--- src/rtl/picobello_pkg.sv ---
// rtl/picobello_pkg.sv - shared serial-link TX types, widths and helpers
package picobello_pkg;

  // Channel-side flit layout for the default link configuration.
  localparam int unsigned SlinkDataWidth = 64;
  localparam int unsigned SlinkMaxReq    = 16;

  // Index width for n requesters; never narrower than one bit.
  function automatic int unsigned idx_w(input int unsigned n);
    return (n > 2) ? $clog2(n) : 1;
  endfunction

  localparam int unsigned SlinkIdxW = idx_w(SlinkMaxReq);

  typedef struct packed {
    logic [SlinkDataWidth-1:0] data;
    logic                      last;
    logic [SlinkIdxW-1:0]      src;
  } slink_flit_t;

  typedef enum logic {
    ArbIdle   = 1'b0,
    ArbLocked = 1'b1
  } arb_state_e;

endpackage

--- src/rtl/pb_rr_select.sv ---
// rtl/pb_rr_select.sv - first eligible requester at or above a round-robin pointer
module pb_rr_select #(
  parameter int unsigned NumReq = 4,
  parameter int unsigned IdxW   = 2
) (
  input  logic [NumReq-1:0] eligible_i,
  input  logic [IdxW-1:0]   ptr_i,
  output logic [IdxW-1:0]   idx_o,
  output logic              found_o
);

  logic [IdxW:0] pos;

  // Walk NumReq positions from the pointer, wrapping; the first eligible one wins.
  always_comb begin
    idx_o   = '0;
    found_o = 1'b0;
    pos     = '0;
    for (int unsigned k = 0; k < NumReq; k++) begin
      pos = {1'b0, ptr_i} + (IdxW+1)'(k);
      if (pos >= (IdxW+1)'(NumReq)) begin
        pos = pos - (IdxW+1)'(NumReq);
      end
      if (!found_o && eligible_i[pos[IdxW-1:0]]) begin
        found_o = 1'b1;
        idx_o   = pos[IdxW-1:0];
      end
    end
  end

endmodule

--- src/rtl/pb_slink_tx_arb.sv ---
// rtl/pb_slink_tx_arb.sv - packet-locked round-robin arbiter onto one serial-link TX channel
module pb_slink_tx_arb
  import picobello_pkg::*;
#(
  parameter int unsigned  NumReq    = 4,
  parameter int unsigned  DataWidth = 64,
  localparam int unsigned IdxW      = idx_w(NumReq)
) (
  input  logic                        clk_i,
  input  logic                        rst_ni,
  input  logic [NumReq-1:0]           en_mask_i,
  input  logic [NumReq-1:0]           req_valid_i,
  input  logic [NumReq*DataWidth-1:0] req_data_i,
  input  logic [NumReq-1:0]           req_last_i,
  output logic [NumReq-1:0]           req_ready_o,
  output logic                        out_valid_o,
  output logic [DataWidth-1:0]        out_data_o,
  output logic                        out_last_o,
  output logic [IdxW-1:0]             out_src_o,
  input  logic                        out_ready_i,
  output logic                        busy_o,
  output logic [15:0]                 pkt_cnt_o
);

  arb_state_e           state_q;
  logic [IdxW-1:0]      rr_ptr_q;
  logic [IdxW-1:0]      lock_idx_q;
  // Set for the one cycle after a locked packet ends so the next grant leaves a bubble.
  logic                 gap_q;
  logic                 out_valid_q;
  logic [DataWidth-1:0] out_data_q;
  logic                 out_last_q;
  logic [IdxW-1:0]      out_src_q;
  logic [15:0]          pkt_cnt_q;
  logic [15:0]          pkt_cnt_d;

  logic                 can_accept;
  logic [NumReq-1:0]    eligible;
  logic [IdxW-1:0]      sel_idx;
  logic                 sel_found;
  logic [IdxW-1:0]      grant_idx;
  logic                 hs;
  logic                 hs_last;
  logic [DataWidth-1:0] hs_data;

  function automatic logic [IdxW-1:0] next_idx(input logic [IdxW-1:0] i);
    return (i == IdxW'(NumReq - 1)) ? '0 : i + 1'b1;
  endfunction

  assign eligible = req_valid_i & en_mask_i;

  pb_rr_select #(
    .NumReq (NumReq),
    .IdxW   (IdxW)
  ) u_rr_select (
    .eligible_i (eligible),
    .ptr_i      (rr_ptr_q),
    .idx_o      (sel_idx),
    .found_o    (sel_found)
  );

  // Grant: the lock owner while LOCKED, otherwise the round-robin pick; gated by buffer space.
  always_comb begin
    can_accept  = !out_valid_q || out_ready_i;
    req_ready_o = '0;
    grant_idx   = sel_idx;
    if (state_q == ArbLocked) begin
      grant_idx = lock_idx_q;
    end
    if (rst_ni) begin
      if (state_q == ArbLocked) begin
        req_ready_o[lock_idx_q] = can_accept;
      end else if (sel_found && !gap_q) begin
        req_ready_o[sel_idx] = can_accept;
      end
    end
    hs      = |(req_valid_i & req_ready_o);
    hs_last = req_last_i[grant_idx];
    hs_data = req_data_i[32'(grant_idx)*DataWidth +: DataWidth];
  end

  // Packet lock FSM with the round-robin pointer and owner index.
  always_ff @(posedge clk_i) begin
    if (!rst_ni) begin
      state_q    <= ArbIdle;
      rr_ptr_q   <= '0;
      lock_idx_q <= '0;
      gap_q      <= 1'b0;
    end else begin
      gap_q <= 1'b0;
      case (state_q)
        ArbIdle: begin
          if (hs) begin
            if (hs_last) begin
              rr_ptr_q <= next_idx(sel_idx);
            end else begin
              state_q    <= ArbLocked;
              lock_idx_q <= sel_idx;
            end
          end
        end
        ArbLocked: begin
          if (hs && hs_last) begin
            state_q  <= ArbIdle;
            rr_ptr_q <= next_idx(lock_idx_q);
            gap_q    <= 1'b1;
          end
        end
      endcase
    end
  end

  // One-entry output buffer: load on handshake, drain when the channel accepts.
  always_ff @(posedge clk_i) begin
    if (!rst_ni) begin
      out_valid_q <= 1'b0;
      out_data_q  <= '0;
      out_last_q  <= 1'b0;
      out_src_q   <= '0;
    end else if (hs) begin
      out_valid_q <= 1'b1;
      out_data_q  <= hs_data;
      out_last_q  <= hs_last;
      out_src_q   <= grant_idx;
    end else if (out_ready_i) begin
      out_valid_q <= 1'b0;
    end
  end

  // A packet counts as sent once its last flit leaves the buffer.
  always_comb begin
    pkt_cnt_d = pkt_cnt_q;
    if (out_valid_q && out_ready_i && out_last_q) begin
      pkt_cnt_d = pkt_cnt_q + 16'd1;
    end
  end

  // Sent-packet counter, wrapping naturally at 16 bits.
  always_ff @(posedge clk_i) begin
    if (!rst_ni) begin
      pkt_cnt_q <= '0;
    end else begin
      pkt_cnt_q <= pkt_cnt_d;
    end
  end

  assign out_valid_o = out_valid_q;
  assign out_data_o  = out_data_q;
  assign out_last_o  = out_last_q;
  assign out_src_o   = out_src_q;
  assign busy_o      = (state_q == ArbLocked) || out_valid_q;
  assign pkt_cnt_o   = pkt_cnt_q;

endmodule
--- config.mk ---
export PLATFORM = sky130hd
export DESIGN_NAME = pb_slink_tx_arb
export DESIGN_NICKNAME = d
export VERILOG_FILES = /design/src/rtl/picobello_pkg.sv /design/src/rtl/pb_rr_select.sv /design/src/rtl/pb_slink_tx_arb.sv
export SDC_FILE = /design/constraint.sdc
export NUM_CORES = 1
export LEC_CHECK = 0
export CAP_MARGIN = 20
export CORE_AREA = 2 2 139 141
export DETAILED_ROUTE_END_ITERATION = 6
export DIE_AREA = 0 0 141 143
export GPL_TIMING_DRIVEN = 0
export PLACE_DENSITY = 0.69
export SLEW_MARGIN = 25
export SYNTH_ARGS = -nofsm -noshare
export SYNTH_HDL_FRONTEND = slang
export SYNTH_HIERARCHICAL = 1
export SYNTH_SLANG_ARGS = --single-unit
--- constraint.sdc ---
create_clock -name clk_i -period 8 [get_ports clk_i]
set_input_delay 1.6 -clock clk_i [delete_from_list [all_inputs] [get_ports clk_i]]
set_output_delay 1.6 -clock clk_i [all_outputs]
set_load 0.01 [all_outputs]
-- Yosys cells after proc, flatten, opt, wreduce, memory -nomap -nowiden
Cells that the tools add are included.
- flip-flop bits (word level): 90
- bits in latches: 0
- memory bits (writable): 0
- ROM bits: 0
- input port bits: 271
- word-level logic and storage cells: 108
- memories: 0
- $add $sub $neg: 10
- $mul: 0
- div/mod/pow operators: 0
- order comparisons: 13
- equality and inequality tests: 5
- shift operators: 1
- mux-type cells: 43
- bitwise gates (word level): 6
- reductions and logical operators: 21
- operators by type and width (kind ; number):
    indexed part select 256 x 9 -> 64 bit ; 1
    two-way mux 2 bit ; 14
    < comparator 2 x 3 -> 1 bit (second input constant) ; 7
    two-way mux 1 bit ; 17
    adder 16 x 1 -> 16 bit (second input constant) ; 1
    AND 4 bit ; 4
    two-way mux 4 bit ; 3
    binary-select mux 1 bit (select 2 bit) ; 5
    greater-or-equal comparator 3 bit (second input constant) ; 3
    logical AND 1 bit ; 9
    subtractor 2 x 1 -> 2 bit (second input constant) ; 4
    adder 2 x 2 -> 3 bit (second input constant) ; 2
    AND reduction 3 bit ; 2
    zero test 1 bit ; 5
    adder 2 x 1 -> 2 bit (second input constant) ; 2
    demux 1 bit (select 2 bit) ; 2
    equality test 2 bit (second input constant) ; 2
    greater-or-equal comparator 2 x 1 -> 1 bit (second input constant) ; 2
    != test 2 bit (second input constant) ; 2
    case mux 2 bit (2 select lines) ; 1
    OR reduction 4 bit ; 1
    adder 2 x 1 -> 3 bit (second input constant) ; 1
    greater-or-equal comparator 2 x 3 -> 1 bit (second input constant) ; 1
    logical OR 1 bit ; 2
    other kinds (5) ; 6

-- Longest topological paths before layout
Gate-level depths: netlist of run 1.
- depth after elaboration: 27
- mapped depth: 13
- mapped depth without buffers: 11

-- Cells and area by module
Netlist of run 1, hierarchy kept.
- modules (own cells, without submodules) (module ; instances ; cells an instance ; area each (um^2) ; seq. area each (um^2)):
    pb_slink_tx_arb ; 1 ; 878 ; 5901.9 ; 1801.7
    pb_rr_select ; 1 ; 15 ; 77.6 ; 0.0

-- Least setup slack after synthesis of run 1
OpenSTA, ideal clock, no wires.
- path type: input to output
- start: in req_valid_i[1]
- end: out req_ready_o[0]
- arrival time: 3222 ps
- path slack: 3178 ps
- stages on the path: 9
- cells stage by stage: and2_1 -> inv_1 -> a221o_1 -> a21oi_1 -> inv_1 -> ha_1 -> and4bb_2 -> nor2_1 -> nor2_1
- cells in the longest elaborated chain, start to end: 21
- elaborated cells on any way between the ends: 33
- RTL lines (what ; line ; RTL):
    start: declaration ; pb_slink_tx_arb.sv:12 ; input logic [NumReq-1:0] req_valid_i,
    AND 4 bit (*) ; pb_slink_tx_arb.sv:50 ; assign eligible = req_valid_i & en_mask_i;
    binary-select mux 1 bit (select 2 bit) ; pb_rr_select.sv:24 ; if (!found_o && eligible_i[pos[IdxW-1:0]]) begin
    two-way mux 1 bit (implied by the code) ; pb_rr_select.sv:24 ;
    two-way mux 1 bit ; pb_rr_select.sv:24 ;
    zero test 1 bit ; pb_rr_select.sv:24 ;
    logical AND 1 bit ; pb_rr_select.sv:24 ;
    two-way mux 1 bit ; pb_rr_select.sv:24 ;
    zero test 1 bit ; pb_rr_select.sv:24 ;
    (+5 left out) ; n/a ;
    net sel_idx[0] ; pb_slink_tx_arb.sv:39 ; logic [IdxW-1:0] sel_idx;
    < comparator 2 x 3 -> 1 bit (implied by the code) / greater-or-equal comparator 2 x 1 -> 1 bit (equally long branches) ; pb_slink_tx_arb.sv:74 ; req_ready_o[sel_idx] = can_accept;
    logical AND 1 bit (implied by the code) ; pb_slink_tx_arb.sv:74 ;
    two-way mux 1 bit (implied by the code) ; pb_slink_tx_arb.sv:74 ;
    demux 1 bit (select 2 bit) (*) ; pb_slink_tx_arb.sv:74 ;
    AND 4 bit (no line) (*) ; n/a ;
    two-way mux 4 bit (*) ; pb_slink_tx_arb.sv:73 ; end else if (sel_found && !gap_q) begin
    two-way mux 4 bit (*) ; pb_slink_tx_arb.sv:71 ; if (state_q == ArbLocked) begin
    two-way mux 4 bit (*) ; pb_slink_tx_arb.sv:70 ; if (rst_ni) begin
    end: declaration ; pb_slink_tx_arb.sv:15 ; output logic [NumReq-1:0] req_ready_o,
The timed path passes the listed nets; every way through them passes the cells marked *. The select of a mux whose other input is x is not followed.

-- Worst setup path after layout of run 1
- start: in req_valid_i[1]
- end: out req_ready_o[0]
- cells in the longest elaborated chain, start to end: 21
- elaborated cells on any way between the ends: 33
- RTL lines (what ; line ; RTL):
    AND 4 bit (*) ; pb_slink_tx_arb.sv:50 ;
    net eligible[1] ; pb_slink_tx_arb.sv:38 ; logic [NumReq-1:0] eligible;
    binary-select mux 1 bit (select 2 bit) ; pb_rr_select.sv:24 ;
    two-way mux 1 bit (implied by the code) ; pb_rr_select.sv:24 ;
    two-way mux 1 bit ; pb_rr_select.sv:24 ;
    zero test 1 bit ; pb_rr_select.sv:24 ;
    logical AND 1 bit ; pb_rr_select.sv:24 ;
    two-way mux 1 bit ; pb_rr_select.sv:24 ;
    (+6 left out) ; n/a ;
    net sel_idx[0] ; pb_slink_tx_arb.sv:39 ;
    < comparator 2 x 3 -> 1 bit (implied by the code) / greater-or-equal comparator 2 x 1 -> 1 bit (equally long branches) ; pb_slink_tx_arb.sv:74 ;
    logical AND 1 bit (implied by the code) ; pb_slink_tx_arb.sv:74 ;
    two-way mux 1 bit (implied by the code) ; pb_slink_tx_arb.sv:74 ;
    demux 1 bit (select 2 bit) (*) ; pb_slink_tx_arb.sv:74 ;
    AND 4 bit (no line) (*) ; n/a ;
    two-way mux 4 bit (*) ; pb_slink_tx_arb.sv:73 ;
    two-way mux 4 bit (*) ; pb_slink_tx_arb.sv:71 ;
    two-way mux 4 bit (*) ; pb_slink_tx_arb.sv:70 ;
Marks and branches as above.

==> impl_metrics.py, run 1 <==
metrics = {
    "final_layout": {
        "drive_above_1_share": 0.0733,
        "syn_to_final_growth_pct": 70.7,
        "finalNetCount": 1543,
        "diodes": 0,
        "instances_no_fill": 1502,
        "post-route-util": 0.549,
    },
    "cts": {
        "clk_latency_ps": 360,
        "clock_sinks": 90,
        "cts-buffers-inserted": 9,
        "path_clk_slew_ps": 60,
        "cts_tree": "built",
        "cts_root_buffer": "clkbuf_16",
        "cts-resized-gates": 0,
        "cts_max_path_buffers": 2,
        "ctsHoldBuffers": 0,
        "post_cts_buffers": 0,
        "cts_htree_levels": 3,
    },
    "die": {
        "initial_core_util": 0.322,
        "fp.coreArea_um2": 18600,
        "die_h_um": 143,
        "dieArea_um2": 20200,
        "die_width_um": 141,
        "pin_count": 360,
        "fp-row-count": 50,
    },
    "synthesis": {
        "yosys_warnings": 6,
        "synth_area_leader_cell": "dfxtp_1",
        "synth_top_cell_area_share": 0.301,
        "syn_avg_cell_area_um2": 6.70,
        "ys_seq_area_frac": 0.301,
        "synth_nets": 1173,
        "synth_seq_cells": 90,
        "synth_area_leaders": "dfxtp_1, nand2_1, nand3_1, a21boi_0, a21boi_1",
        "synth_edf_count": 0,
        "syn-cell-area_um2": 5980,
        "synthCells": 893,
        "ys.flop_type": "dfxtp_1",
        "synth-async-reset-ratio": 0,
        "synth_cell_types": 48,
    },
    "global_route": {
        "grt_max_degree": 16,
        "grt_pass1_wl_um": 40100,
        "grt_antenna_before_repair": 0,
        "overflow": 0,
        "grt_pass1_vias": 7229,
        "grt.total_usage": 0.258,
    },
    "power_and_ir_drop": {
        "power-per-cell-area_nw_per_um2": 153,
        "p_leak_nw": 4.02,
        "ir_drop_v": 0.0000962,
        "total_power_w": 0.00156,
    },
    "critical_path": {
        "critPathCaptureType": "output pin",
        "cp_data_required_time_ps": 6400,
        "start_kind": "input pin",
        "cp-startpoint": "req_valid_i[1]",
        "path_class": "input pin to output pin",
        "crit_arrival_ps": 4540,
        "r2r-start": "rr_ptr_q[0]$_SDFFE_PN0P_",
        "cp_max_fo": 8,
    },
    "sta": {
        "slew_violations": 0,
        "tightest_slew_ps": 699,
        "setup_tns_ps": 0,
        "max_freq_mhz": 163,
        "hold_viol_final": 0,
        "fin_skew_ps": 9.64,
        "rsz0062_at_grt": "no",
        "period_share": 0.767,
        "min_period_ps": 6140,
        "slew_headroom": 0.534,
        "setup_violations": 0,
    },
    "drt": {
        "wirelength_um": 26200,
        "routedWlPerCell_um": 17.5,
        "detail_route.vias_per_cell": 4.94,
        "drt_first_pass_iters": 5,
        "drc": 0,
        "antenna_left": 0,
        "vias": 7417,
        "drt_iter0_drc": 358,
    },
    "placed_design": {
        "io_buffers": 359,
        "dp_hpwl_um": 20700,
        "gp_congestion": 0.908,
        "place_inst": 1486,
    },
    "outcome": {
        "status": "finished, final reports clean",
    },
    "worst_hold_path": {
        "hp-start": "out_data_o[56]$_SDFFE_PN0P_",
        "min_path_type": "flop to flop",
    },
    "job": {
        "max-cap-violations": 0,
    },
}
-- logic make-up (layout without fill, tap and decap cells) --
| kind of cell | Yosys count | after routing | share of synthesized area |
|---|---|---|---|
| fa+ha+maj | 9 | 9 | 0.0188 |
| flops | 90 | 90 | 0.301 |
| xor+xnor | 14 | 14 | 0.0205 |
| buf+inv | 80 | 455 | 0.0680 |
| compound gates | 91 | 91 | 0.127 |
| simple gates | 601 | 601 | 0.451 |
| mux | 8 | 8 | 0.0136 |
-- metrics by stage --
step,hold WS (ps),setup slack (ps),instance area [µm²]
after floorplan,471,3180,5980
after global placement,440,1860,9870
after detailed placement,444,1840,9870
after CTS,453,1850,10200
after global routing,467,1650,10200
final,449,1860,10200
-- critical path, cell delays in order --
cell and delay [ps]:
clkdlybuf4s50_1 500, and2_1 180, inv_1 70, a221o_1 350, a21oi_1 550, inv_1 170
ha_1 230, and4bb_2 240, nor2_1 110, nor2_1 50, clkdlybuf4s50_1 480
-- state kept, by name, summed over array words and instances, names as in the netlist, named ones only --
signal and cells:
out_data_o 64, pkt_cnt_o 16, lock_idx_q 2, out_src_o 2, rr_ptr_q 2, gap_q 1
out_last_o 1, out_valid_o 1
-- final timing paths --
check / to / slack, ps / cells after the start
min: out_data_o[56]$_SDFFE_PN0P_ / 450 / 2
min reg2reg: out_data_o[56]$_SDFFE_PN0P_ / 450 / 2
max reg2reg: out_data_o[52]$_SDFFE_PN0P_ / 4740 / 10
max: req_ready_o[0] / 1860 / 11
-- power by group --
group | internal [W] | switching (W) | leakage (nW)
registers | 0.000482 | 0.0000210 | 0.731
logic | 0.000288 | 0.000287 | 3.12
clock network | 0.000293 | 0.000194 | 0.166
total | 0.00106 | 0.000502 | 4.02
-- layout make-up --
cell class              instances  area (µm²)
clock inverters                 5        86.3
multi-input cells             723        3770
fillers                      1829        8380
well taps                     234         293
inverters                      11        41.3
flip-flops and latches         90        1800
repair buffers                359        3590
plain buffers                  69         365
clock buffers                  11         253
-- cells in the mapped netlist (2+ instances only) --
cell,instances
ha_1,9
mux2i_1,7
nand3_1,199
nor2b_1,3
and3_1,2
inv_1,10
buf_1,6
a21boi_1,28
nand4_1,4
buf_4,6
nand2_2,10
nand2_1,328
o211a_1,3
xnor2_1,10
clkbuf_1,18
buf_6,4
a21oi_1,4
and4bb_1,3
nor3_1,3
nand2b_1,5
a32oi_1,2
xor2_1,4
and2_1,23
and4_1,3
o21ai_2,4
a21boi_2,10
o21ai_0,4
buf_2,34
a21boi_0,29
dfxtp_1,90
nor2_1,11
-- cells in the final DEF, fill, tap and decap left out, types with 3 or more instances in the layout --
| cell | Yosys | routed |
|---|---|---|
| dfxtp_1 | 90 | 90 |
| xnor2_1 | 10 | 10 |
| and4bb_1 | 3 | 3 |
| and2_1 | 23 | 23 |
| a21boi_0 | 29 | 29 |
| mux2i_1 | 7 | 7 |
| xor2_1 | 4 | 4 |
| nand2_1 | 328 | 328 |
| a21oi_1 | 4 | 4 |
| nor3_1 | 3 | 3 |
| clkbuf_1 | 18 | 18 |
| a21boi_1 | 28 | 28 |
| ha_1 | 9 | 9 |
| o21ai_2 | 4 | 4 |
| clkbuf_16 | 0 | 9 |
| and4_1 | 3 | 3 |
| nand2_2 | 10 | 10 |
| buf_2 | 34 | 34 |
| nand3_1 | 199 | 199 |
| clkinv_4 | 0 | 3 |
| buf_6 | 4 | 4 |
| o211a_1 | 3 | 3 |
| nor2b_1 | 3 | 3 |
| o21ai_0 | 4 | 4 |
| buf_1 | 6 | 6 |
| nand4_1 | 4 | 4 |
| nand2b_1 | 5 | 5 |
| nor2_1 | 11 | 11 |
| a21boi_2 | 10 | 10 |
| clkdlybuf4s50_1 | 0 | 359 |
| inv_1 | 10 | 10 |
| buf_4 | 6 | 6 |
-- routing by layer --
metal / global-route usage / routed length [µm] / vias to the layer above / part of all wire
li1: - / - / 3713 / -
met1: 0.311 / 10800 / 3416 / 0.41
met2: 0.459 / 13200 / 256 / 0.50
met3: 0.0704 / 1830 / 32 / 0.070
met4: 0.0611 / 455 / 0 / 0.017
met5: 0 / 0 / - / 0
Power figures use the tool's default switching activity.
==> run 2, diff against run 1 <==
--- a/config.mk
+++ b/config.mk
@@ -6,11 +6,11 @@
 export NUM_CORES = 1
 export LEC_CHECK = 0
 export CAP_MARGIN = 20
-export CORE_AREA = 2 2 139 141
+export CORE_AREA = 2 2 138 140
 export DETAILED_ROUTE_END_ITERATION = 6
-export DIE_AREA = 0 0 141 143
+export DIE_AREA = 0 0 140 142
 export GPL_TIMING_DRIVEN = 0
-export PLACE_DENSITY = 0.69
+export PLACE_DENSITY = 0.72
 export SLEW_MARGIN = 25
 export SYNTH_ARGS = -nofsm -noshare
 export SYNTH_HDL_FRONTEND = slang
==> constraint.sdc (replaced) <==
create_clock -name clk_i -period 5 [get_ports clk_i]
set_input_delay 1 -clock clk_i [delete_from_list [all_inputs] [get_ports clk_i]]
set_output_delay 1 -clock clk_i [all_outputs]
set_load 0.01 [all_outputs]
==> run 2 against run 1 <==
The run now ends with design-rule violations left. Cell count unchanged. First-iteration DRC count increased by 8.7%. Worst setup slack got worse by 1600 ps. Sequential power increased by 60%. Combinational power increased by 58%. Utilization increased by 0.36 points. Power increased by 59%. Non-clock buffer count unchanged. Sequential share of layout area about the same. Sequential cell count unchanged. Routed wire length decreased by 4.0%. Clock power increased by 57%. Largest cell class unchanged.
==> impl_metrics.py, run 2 (same netlist as run 1, synthesis figures left out) <==
metrics = {
    "die": {
        "fp-row-count": 50,
        "fp.coreArea_um2": 18500,
        "die_h_um": 142,
        "die_width_um": 140,
        "initial_core_util": 0.324,
        "pin_count": 360,
        "dieArea_um2": 19900,
    },
    "cts": {
        "clock_sinks": 90,
        "post_cts_buffers": 0,
        "cts-buffers-inserted": 9,
        "path_clk_slew_ps": 70,
        "cts_tree": "built",
        "cts_htree_levels": 3,
        "cts_root_buffer": "clkbuf_16",
        "clk_latency_ps": 350,
        "cts_max_path_buffers": 2,
    },
    "global_route": {
        "grt_antenna_before_repair": 1,
        "grt_pass1_vias": 6901,
        "grt_max_degree": 17,
        "overflow": 0,
        "grt_pass1_wl_um": 37500,
        "grt.total_usage": 0.242,
    },
    "critical_path": {
        "critPathCaptureType": "output pin",
        "path_cells": "clkdlybuf4s50_1 > and2_1 > inv_1 > a221o_1 > a21oi_2 > inv_1 > ha_1 > and4bb_2 > nor2_1 > nor2_1 > clkdlybuf4s50_1",
        "cp_max_fo": 8,
        "cp_data_required_time_ps": 4000,
        "start_kind": "input pin",
        "crit_arrival_ps": 3700,
        "cpMaxStageDelayCell": "clkdlybuf4s50_1",
        "slowest_delay_ps": 490,
        "path_class": "input pin to output pin",
    },
    "placed_design": {
        "pre_cts_ws_ps": 93.0,
        "io_buffers": 359,
        "dp_hpwl_um": 20100,
        "gp_congestion": 0.935,
        "placed_area_um2": 9870,
    },
    "sta": {
        "slew_violations": 0,
        "whs_ps": 452,
        "rsz0062_at_grt": "no",
        "min_period_ps": 4700,
        "setup_violations": 0,
        "max_freq_mhz": 213,
        "finalWorstSetupSlack_ps": 302,
        "tightest_slew_ps": 644,
        "setup_tns_ps": 0,
        "slew_headroom": 0.571,
        "period_share": 0.940,
        "hold_viol_final": 0,
        "fin_skew_ps": 7.08,
    },
    "final_layout": {
        "finalNetCount": 1543,
        "seq_area_um2": 1800,
        "syn_to_final_growth_pct": 70.6,
        "most-common-layout-cells": "clkdlybuf4s50_1, nand2_1, nand3_1",
        "drive_above_1_share": 0.0741,
        "multi_input_area_um2": 3770,
        "largest_reg_flops": 64,
        "final_common_cell": "clkdlybuf4s50_1",
        "nFillCells": 1747,
        "diodes": 0,
        "design_area_um2": 10200,
    },
    "power_and_ir_drop": {
        "clockPowerShare": 0.309,
        "seqPwrFrac": 0.324,
        "total_power_w": 0.00248,
        "p_switching_w": 0.000794,
        "p_comb_frac": 0.367,
        "internal_power_w": 0.00169,
        "ir_drop_v": 0.000140,
        "switching_share": 0.320,
        "p_leak_nw": 4.01,
        "power-per-cell-area_nw_per_um2": 243,
    },
    "drt": {
        "antenna_left": 0,
        "drt_iter0_drc": 389,
        "routedWlPerCell_um": 16.8,
        "vias": 7331,
        "detail_route.vias_per_cell": 4.88,
        "wirelength_um": 25200,
        "drt_first_pass_iters": 7,
        "drc": 18,
    },
    "outcome": {
        "violations": "design-rule violations",
        "status": "finished with violations",
    },
    "worst_hold_path": {
        "min_path_type": "flop to flop",
    },
    "job": {
        "max-cap-violations": 0,
    },
}
[run 2: cell count changes in the layout (fill, tap and decap cells not counted)]
cell and delta:
clkbuf_8 -1, clkinvlp_4 +1, a21oi_1 -1, clkinv_4 -3, a21oi_2 +1, inv_6 +3
[run 2: metal layers]
metal	part of all wire	up-vias	routed length [µm]	GRT usage
li1	-	3714	-	-
met5	0	-	0	0
met1	0.39	3296	9930	0.280
met4	0.032	0	797	0.0898
met3	0.079	42	1990	0.0673
met2	0.49	279	12500	0.429
[run 2: power groups by stage]
stage	registers, W	clock network, W	logic, W
3_5_place_dp	0.000821	0	0.000914
2_1_floorplan	0.000840	0	0.000419
3_3_place_gp	0.000820	0	0.000906
6_report	0.000805	0.000767	0.000911
5_1_grt	0.000811	0.000810	0.000999
4_1_cts	0.000805	0.000784	0.000918
[run 2: cell type report]
class / instances / area share
inverters: 11 / 0.00405
multi-input cells: 723 / 0.370
clock inverters: 6 / 0.00920
well taps: 234 / 0.0287
flip-flops and latches: 90 / 0.177
repair buffers: 359 / 0.352
plain buffers: 69 / 0.0358
clock buffers: 10 / 0.0234
[run 2: path summary, 6_finish.rpt]
check | from | endpoint | slack, ps | cells after the start
max | req_valid_i[1] | req_ready_o[0] | 300 | 11
min | out_data_o[30]$_SDFFE_PN0P_ | out_data_o[30]$_SDFFE_PN0P_ | 450 | 2
max reg2reg | rr_ptr_q[0]$_SDFFE_PN0P_ | out_data_o[53]$_SDFFE_PN0P_ | 1990 | 10
min reg2reg | out_data_o[30]$_SDFFE_PN0P_ | out_data_o[30]$_SDFFE_PN0P_ | 450 | 2
[run 2: stage by stage]
step,instances,utilization
after detailed placement,1486,0.535
after floorplan,893,-
after global routing,1502,0.553
after global placement,1486,0.535
after CTS,1502,0.553
final,1502,0.553
[run 2: critical path: cells and delay by family]
family / cells / cell delay, ps
AND/OR/NAND/NOR: 4 / 560
adder cells (fa/ha/maj): 1 / 230
buffers and inverters: 4 / 1190
AO/OA/AOI/OAI: 2 / 730
[run 2: timing repair]
item	CTS	global route
gates resized for setup	0	1
hold buffers	0	0
endpoints found under the setup margin	0	2
